[config.mk]
export PLATFORM = sky130hd
export DESIGN_NAME = uart_tx_sched
export DESIGN_NICKNAME = d
export VERILOG_FILES = /design/src/rtl/uart_pkg.sv /design/src/rtl/uart_tx_sched_arbiter.sv /design/src/rtl/uart_tx_sched.sv
export SDC_FILE = /design/constraint.sdc
export NUM_CORES = 1
export LEC_CHECK = 0
export BUFFER_PORTS_ARGS = -buffer_cell sky130_fd_sc_hd__buf_2
export CAP_MARGIN = 0
export CORE_MARGIN = 5
export CORE_UTILIZATION = 48
export DETAILED_ROUTE_END_ITERATION = 16
export HOLD_SLACK_MARGIN = 0.03
export PLACE_DENSITY = 0.73
export SLEW_MARGIN = 20
export SYNTH_ARGS = -nofsm -noshare
export SYNTH_HDL_FRONTEND = slang
export SYNTH_SLANG_ARGS = --single-unit
[constraint.sdc]
create_clock -name clk -period 2.15 [get_ports clk]
set_clock_uncertainty 0.2 [all_clocks]
set_input_delay 0.645 -clock clk [delete_from_list [all_inputs] [get_ports clk]]
set_output_delay 0.645 -clock clk [all_outputs]
set_load 0.1 [all_outputs]
[src/rtl/uart_pkg.sv]
// uart_pkg
// Shared definitions for the UART transmit path: the transmit scheduler
// state type, default scheduler parameters and the transmitter line
// constants used to size the completion watchdog.
// No ports (package).
package uart_pkg;

    // Scheduler FSM states
    typedef enum logic [1:0] {
        IDLE = 2'd0,
        SEND = 2'd1,
        WAIT = 2'd2
    } sched_state_t;

    // Scheduler defaults
    localparam int DEF_DW      = 8;
    localparam int DEF_TIMEOUT = 60000;

    // Transmitter line constants
    localparam int CLK_HZ       = 50_000_000;
    localparam int BAUD_RATE    = 9600;
    localparam int FRAME_BITS   = 10;
    localparam int CLKS_PER_BIT = CLK_HZ / BAUD_RATE;

    // Clock cycles needed for one complete frame on the line. A 10-bit
    // frame at 9600 baud on a 50 MHz clock is 52083 cycles, which is why
    // DEF_TIMEOUT sits a little above that.
    function automatic int frame_cycles(input int clk_hz, input int baud);
        return (clk_hz * FRAME_BITS) / baud;
    endfunction

endpackage

[src/rtl/uart_tx_sched_arbiter.sv]
// rr_arbiter
// Combinational round-robin arbiter. Searches the request vector starting
// one position after the last grant and wrapping at NREQ; the first set
// bit found wins.
// Ports:
//   req    in  NREQ          request vector
//   last   in  $clog2(NREQ)  index of the previous grant
//   winner out $clog2(NREQ)  index of the selected requester
//   valid  out 1             high when any request bit is set
module rr_arbiter #(
    parameter int NREQ = 4
) (
    input  logic [NREQ-1:0]         req,
    input  logic [$clog2(NREQ)-1:0] last,
    output logic [$clog2(NREQ)-1:0] winner,
    output logic                    valid
);

    localparam int IW = $clog2(NREQ);

    // Walk the candidates from lowest to highest priority so that the
    // highest-priority hit is the last one written. Offset NREQ is the
    // previous winner itself, which is therefore served last.
    always_comb begin
        int idx;
        idx    = 0;
        winner = '0;
        valid  = 1'b0;
        for (int k = NREQ; k >= 1; k--) begin
            idx = int'(last) + k;
            if (idx >= NREQ) begin
                idx = idx - NREQ;
            end
            if (req[idx[IW-1:0]]) begin
                winner = idx[IW-1:0];
                valid  = 1'b1;
            end
        end
    end

endmodule

[src/rtl/uart_tx_sched.sv]
// uart_tx_sched
// Round-robin transmit scheduler sharing one UART transmitter between
// NREQ byte sources. It grants one pending requester, captures its byte,
// pulses the transmitter start, then waits for frame completion. A
// watchdog recovers if completion never arrives.
// Ports:
//   clk        in  1             clock, rising edge
//   rst        in  1             asynchronous reset, active low
//   req        in  NREQ          per-requester byte pending
//   req_data   in  NREQ*DW       requester i byte at [i*DW +: DW]
//   ack        out NREQ          one-hot pulse, granted byte captured
//   frame_done out NREQ          one-hot pulse, granted frame completed
//   tx_err     out 1             pulse on watchdog timeout
//   busy       out 1             high whenever not idle
//   grant_id   out $clog2(NREQ)  current or last grant index
//   tx_start   out 1             start pulse to the transmitter
//   tx_data    out DW            byte to the transmitter
//   tx_done    in  1             transmitter frame-complete pulse
module uart_tx_sched
    import uart_pkg::*;
#(
    parameter int NREQ    = 4,
    parameter int DW      = DEF_DW,
    parameter int TIMEOUT = DEF_TIMEOUT
) (
    input  logic                    clk,
    input  logic                    rst,
    input  logic [NREQ-1:0]         req,
    input  logic [NREQ*DW-1:0]      req_data,
    output logic [NREQ-1:0]         ack,
    output logic [NREQ-1:0]         frame_done,
    output logic                    tx_err,
    output logic                    busy,
    output logic [$clog2(NREQ)-1:0] grant_id,
    output logic                    tx_start,
    output logic [DW-1:0]           tx_data,
    input  logic                    tx_done
);

    localparam int IW = $clog2(NREQ);
    localparam int CW = $clog2(TIMEOUT + 1);

    localparam logic [CW-1:0] WD_LAST = CW'(TIMEOUT - 1);
    localparam logic [CW-1:0] WD_MAX  = CW'(TIMEOUT);

    sched_state_t    state_q;
    sched_state_t    state_d;
    logic [IW-1:0]   last_q;
    logic [CW-1:0]   wd_cnt;
    logic [CW-1:0]   wd_next;
    logic            wd_hit;
    logic [IW-1:0]   arb_winner;
    logic            arb_valid;
    logic [NREQ-1:0] grant_onehot;
    logic [DW-1:0]   req_bytes [NREQ];

    // Unpack the flat data bus so the winner's byte is a simple array read.
    for (genvar i = 0; i < NREQ; i++) begin : g_unpack
        assign req_bytes[i] = req_data[i*DW +: DW];
    end

    rr_arbiter #(
        .NREQ (NREQ)
    ) u_arb (
        .req    (req),
        .last   (last_q),
        .winner (arb_winner),
        .valid  (arb_valid)
    );

    // Watchdog increment saturates at TIMEOUT so it can never wrap back
    // into the valid range.
    always_comb begin
        wd_next = (wd_cnt == WD_MAX) ? wd_cnt : wd_cnt + CW'(1);
        wd_hit  = (wd_next == WD_LAST);
    end

    // Next-state logic. tx_done is only meaningful in WAIT and takes
    // priority over a watchdog expiry in the same cycle.
    always_comb begin
        state_d = state_q;
        case (state_q)
            IDLE: begin
                if (arb_valid) begin
                    state_d = SEND;
                end
            end
            SEND: begin
                state_d = WAIT;
            end
            WAIT: begin
                if (tx_done || wd_hit) begin
                    state_d = IDLE;
                end
            end
            default: begin
                state_d = IDLE;
            end
        endcase
    end

    // State register, grant capture, watchdog and the registered
    // completion/error pulses.
    always_ff @(posedge clk or negedge rst) begin
        if (!rst) begin
            state_q    <= IDLE;
            last_q     <= IW'(NREQ - 1);
            grant_id   <= '0;
            tx_data    <= '0;
            wd_cnt     <= '0;
            frame_done <= '0;
            tx_err     <= 1'b0;
        end else begin
            state_q    <= state_d;
            frame_done <= '0;
            tx_err     <= 1'b0;
            case (state_q)
                IDLE: begin
                    if (arb_valid) begin
                        tx_data  <= req_bytes[arb_winner];
                        grant_id <= arb_winner;
                        last_q   <= arb_winner;
                    end
                end
                SEND: begin
                    wd_cnt <= '0;
                end
                WAIT: begin
                    wd_cnt <= wd_next;
                    if (tx_done) begin
                        frame_done <= grant_onehot;
                    end else if (wd_hit) begin
                        tx_err <= 1'b1;
                    end
                end
                default: begin
                    wd_cnt <= '0;
                end
            endcase
        end
    end

    // Start, acknowledge and busy are decoded straight from the state
    // register so they follow reset immediately.
    always_comb begin
        grant_onehot = NREQ'(1) << grant_id;
        tx_start     = (state_q == SEND);
        ack          = tx_start ? grant_onehot : '0;
        busy         = (state_q != IDLE);
    end

endmodule

==> run summary <==
Final period util: 99.5%
Initial antenna violation count: 0
Crit path max fanout: 5
Layout cell share with drive strength beyond 1: 42.3%
Commonest non-fill, non-tap cell in the layout: buf_2
Synth area leaders: dfrtp_1, nor4b_1, nor2_1
Final TNS setup: 0 ps
PwrDens: 1390 mW/mm²
Overflow after GRT: 0
Layout area overhead: 38.0%
Static Leakage: 1.43 nW
Die ar.: 0.00623 mm²
CP Buf/Inv Count: 2
Peak VDD IR: 1.12 mV
Post-CTS Hold Buffers: 0
WP data arrival: 1290 ps
Worst-margin pin slew: 517 ps
Initial cell density of the core: 48.9%
Family with the most delay on the worst path: flip-flops
WP data required: 1300 ps
Largest net degree at the start of global routing: 19
Slew Viols, Final: 0
Synth Register Bits: 35
First-pass GRT wire length: 9.58 mm
PortBufs: 59
Die width: 78.9 µm
Worst-path cell chain: inv_2, nand2_4, nor3_4, buf_12
Clk sinks: 35
Core region area: 0.00466 mm²
Critical path's slowest cell: dfrtp_1
Synth area leader: dfrtp_1
Final Hold Viols: 0
Slew margin rel.: 65.5%
Clk slew on worst S/H paths: 80 ps
WL final: 5.81 mm
Post-synth top flop: dfrtp_1
Post-synthesis sequential area ratio: 38.5%
Final antenna-violating net count: 0
DRT iter0 DRCs: 108
Synth Area per Inst: 9.12 µm²
Max cap viols: 0
Worst skew pair latency: 290 ps
Post-synth ARST share: 100%
Hpwl dp: 4.35 mm
Synth Net Count: 292
Yosys top cell area share: 36.2%
N_diodes: 0
Total CTS buffers: 5
Clock buffer depth: 2
Drt pass-1 iters: 4
Synth Instances: 250
Remaining DRCs: 0
Setup Viol. Count Final: 0
Final core area utilization: 67.5%
Cell Rows: 25
# IOs: 60
Maximum clock rate: 0.467 GHz
GRT Util Overall: 19.4%
Nets: 374
CTS tree: done
CP Capture Type: primary output
Min Tclk post-route: 2140 ps
Vias per cell: 5.47
Synth unique cells: 45
Critical Path Source Type: register
Routability Congestion: 0.826
Synthesized area: 0.00228 mm²
# H-tree levels: 2
Synth warnings: 0
Most frequent cells in the layout: buf_2, buf_4, nor2_1, dfrtp_1, nand2_1
Post-synth EDFFs: 0
Status: completed
Clock Root Buffer: clkbuf_8
Chip height: 78.9 µm
Worst setup margin: 10.2 ps
WL/cell: 15.0 µm
Vias in the first global route: 2091
Worst path max stage delay: 420 ps
RSZ-0062 raised after global routing: true
Place WS: -197 ps
Vias: 2116
HP Class: in2async
Crit Path Category: reg2out
[per-layer routing]
layer / share of wire [%] / GRT usage (%)
met4: 2.3 / 9.45
met2: 47 / 30.1
met3: 5.1 / 5.33
met5: 0 / 0
met1: 45 / 24.9
[cells by family after synthesis]
family,Yosys count,synth area share [%]
flops,35,38.5
buf+inv,25,5.21
fa+ha+maj,3,1.65
mux,4,1.76
xor+xnor,16,6.14
compound gates,43,16.0
simple gates,124,30.7
[synth_stat cells, types with 4 or more instances]
library cell / number
o21ai_0: 5
nor3_1: 6
buf_2: 5
xor2_1: 11
inv_1: 5
dfrtp_1: 33
nor2_1: 34
o31ai_1: 7
a211oi_1: 8
nand4_1: 7
mux2i_1: 4
and3_1: 4
nand2_1: 20
clkbuf_1: 12
nand2b_1: 5
nand3_1: 8
a211oi_2: 9
and4_1: 4
nor4b_1: 16
xnor2_1: 5
[repair_timing]
action / CTS / global route
gates resized for setup: 1 / 13
pin swaps: 1 / 0
endpoints found under the setup margin: 4 / 13
setup buffers: 1 / 5
[cell type report]
class,count,area (µm²)
Timing Repair Buffer,95,668
Clock inverter,3,43.8
Clock buffer,5,68.8
Tap cell,54,67.6
Multi-Input combinational cell,190,1390
Inverter,5,18.8
Fill cell,369,1510
Sequential cell,35,886
[metrics by stage]
| step | total power [mW] | area [µm²] | instances | hold slack [ps] |
|---|---|---|---|---|
| 2_1_floorplan | 2.95 | 2340 | 250 | 149 |
| 5_1_grt | 4.58 | 3150 | 387 | 119 |
| 4_1_cts | 4.23 | 3050 | 382 | 89.6 |
| 3_3_place_gp | 3.57 | 2930 | 373 | 256 |
| 3_5_place_dp | 3.61 | 2930 | 373 | 270 |
| 6_report | 4.36 | 3150 | 387 | 82.4 |
[state kept, by name (all words and copies together), names as in the netlist]
signal and cells:
wd_cnt 16, frame_done 4, last_q 2, tx_data 8
grant_id 2, tx_err 1, state_q 2
[final timing paths]
kind                                 start    endpoint  slack (ps)  cells past startpoint
worst min register to register  tx_data[5]  tx_data[5]         290                      2
worst max register to register   last_q[0]  tx_data[4]         110                      6
worst min-delay path                   rst   wd_cnt[3]          80                      1
max in group asynchronous              rst   last_q[0]        1150                      2
min in group clk                tx_data[5]  tx_data[5]         290                      2
worst max-delay path            state_q[1]      ack[0]          10                      4
[where the power goes]
group / switching, mW / internal [mW]
combinational: 1.89 / 0.840
clock: 0.256 / 0.345
sequential: 0.178 / 0.851
Power figures use the tool's default switching activity.
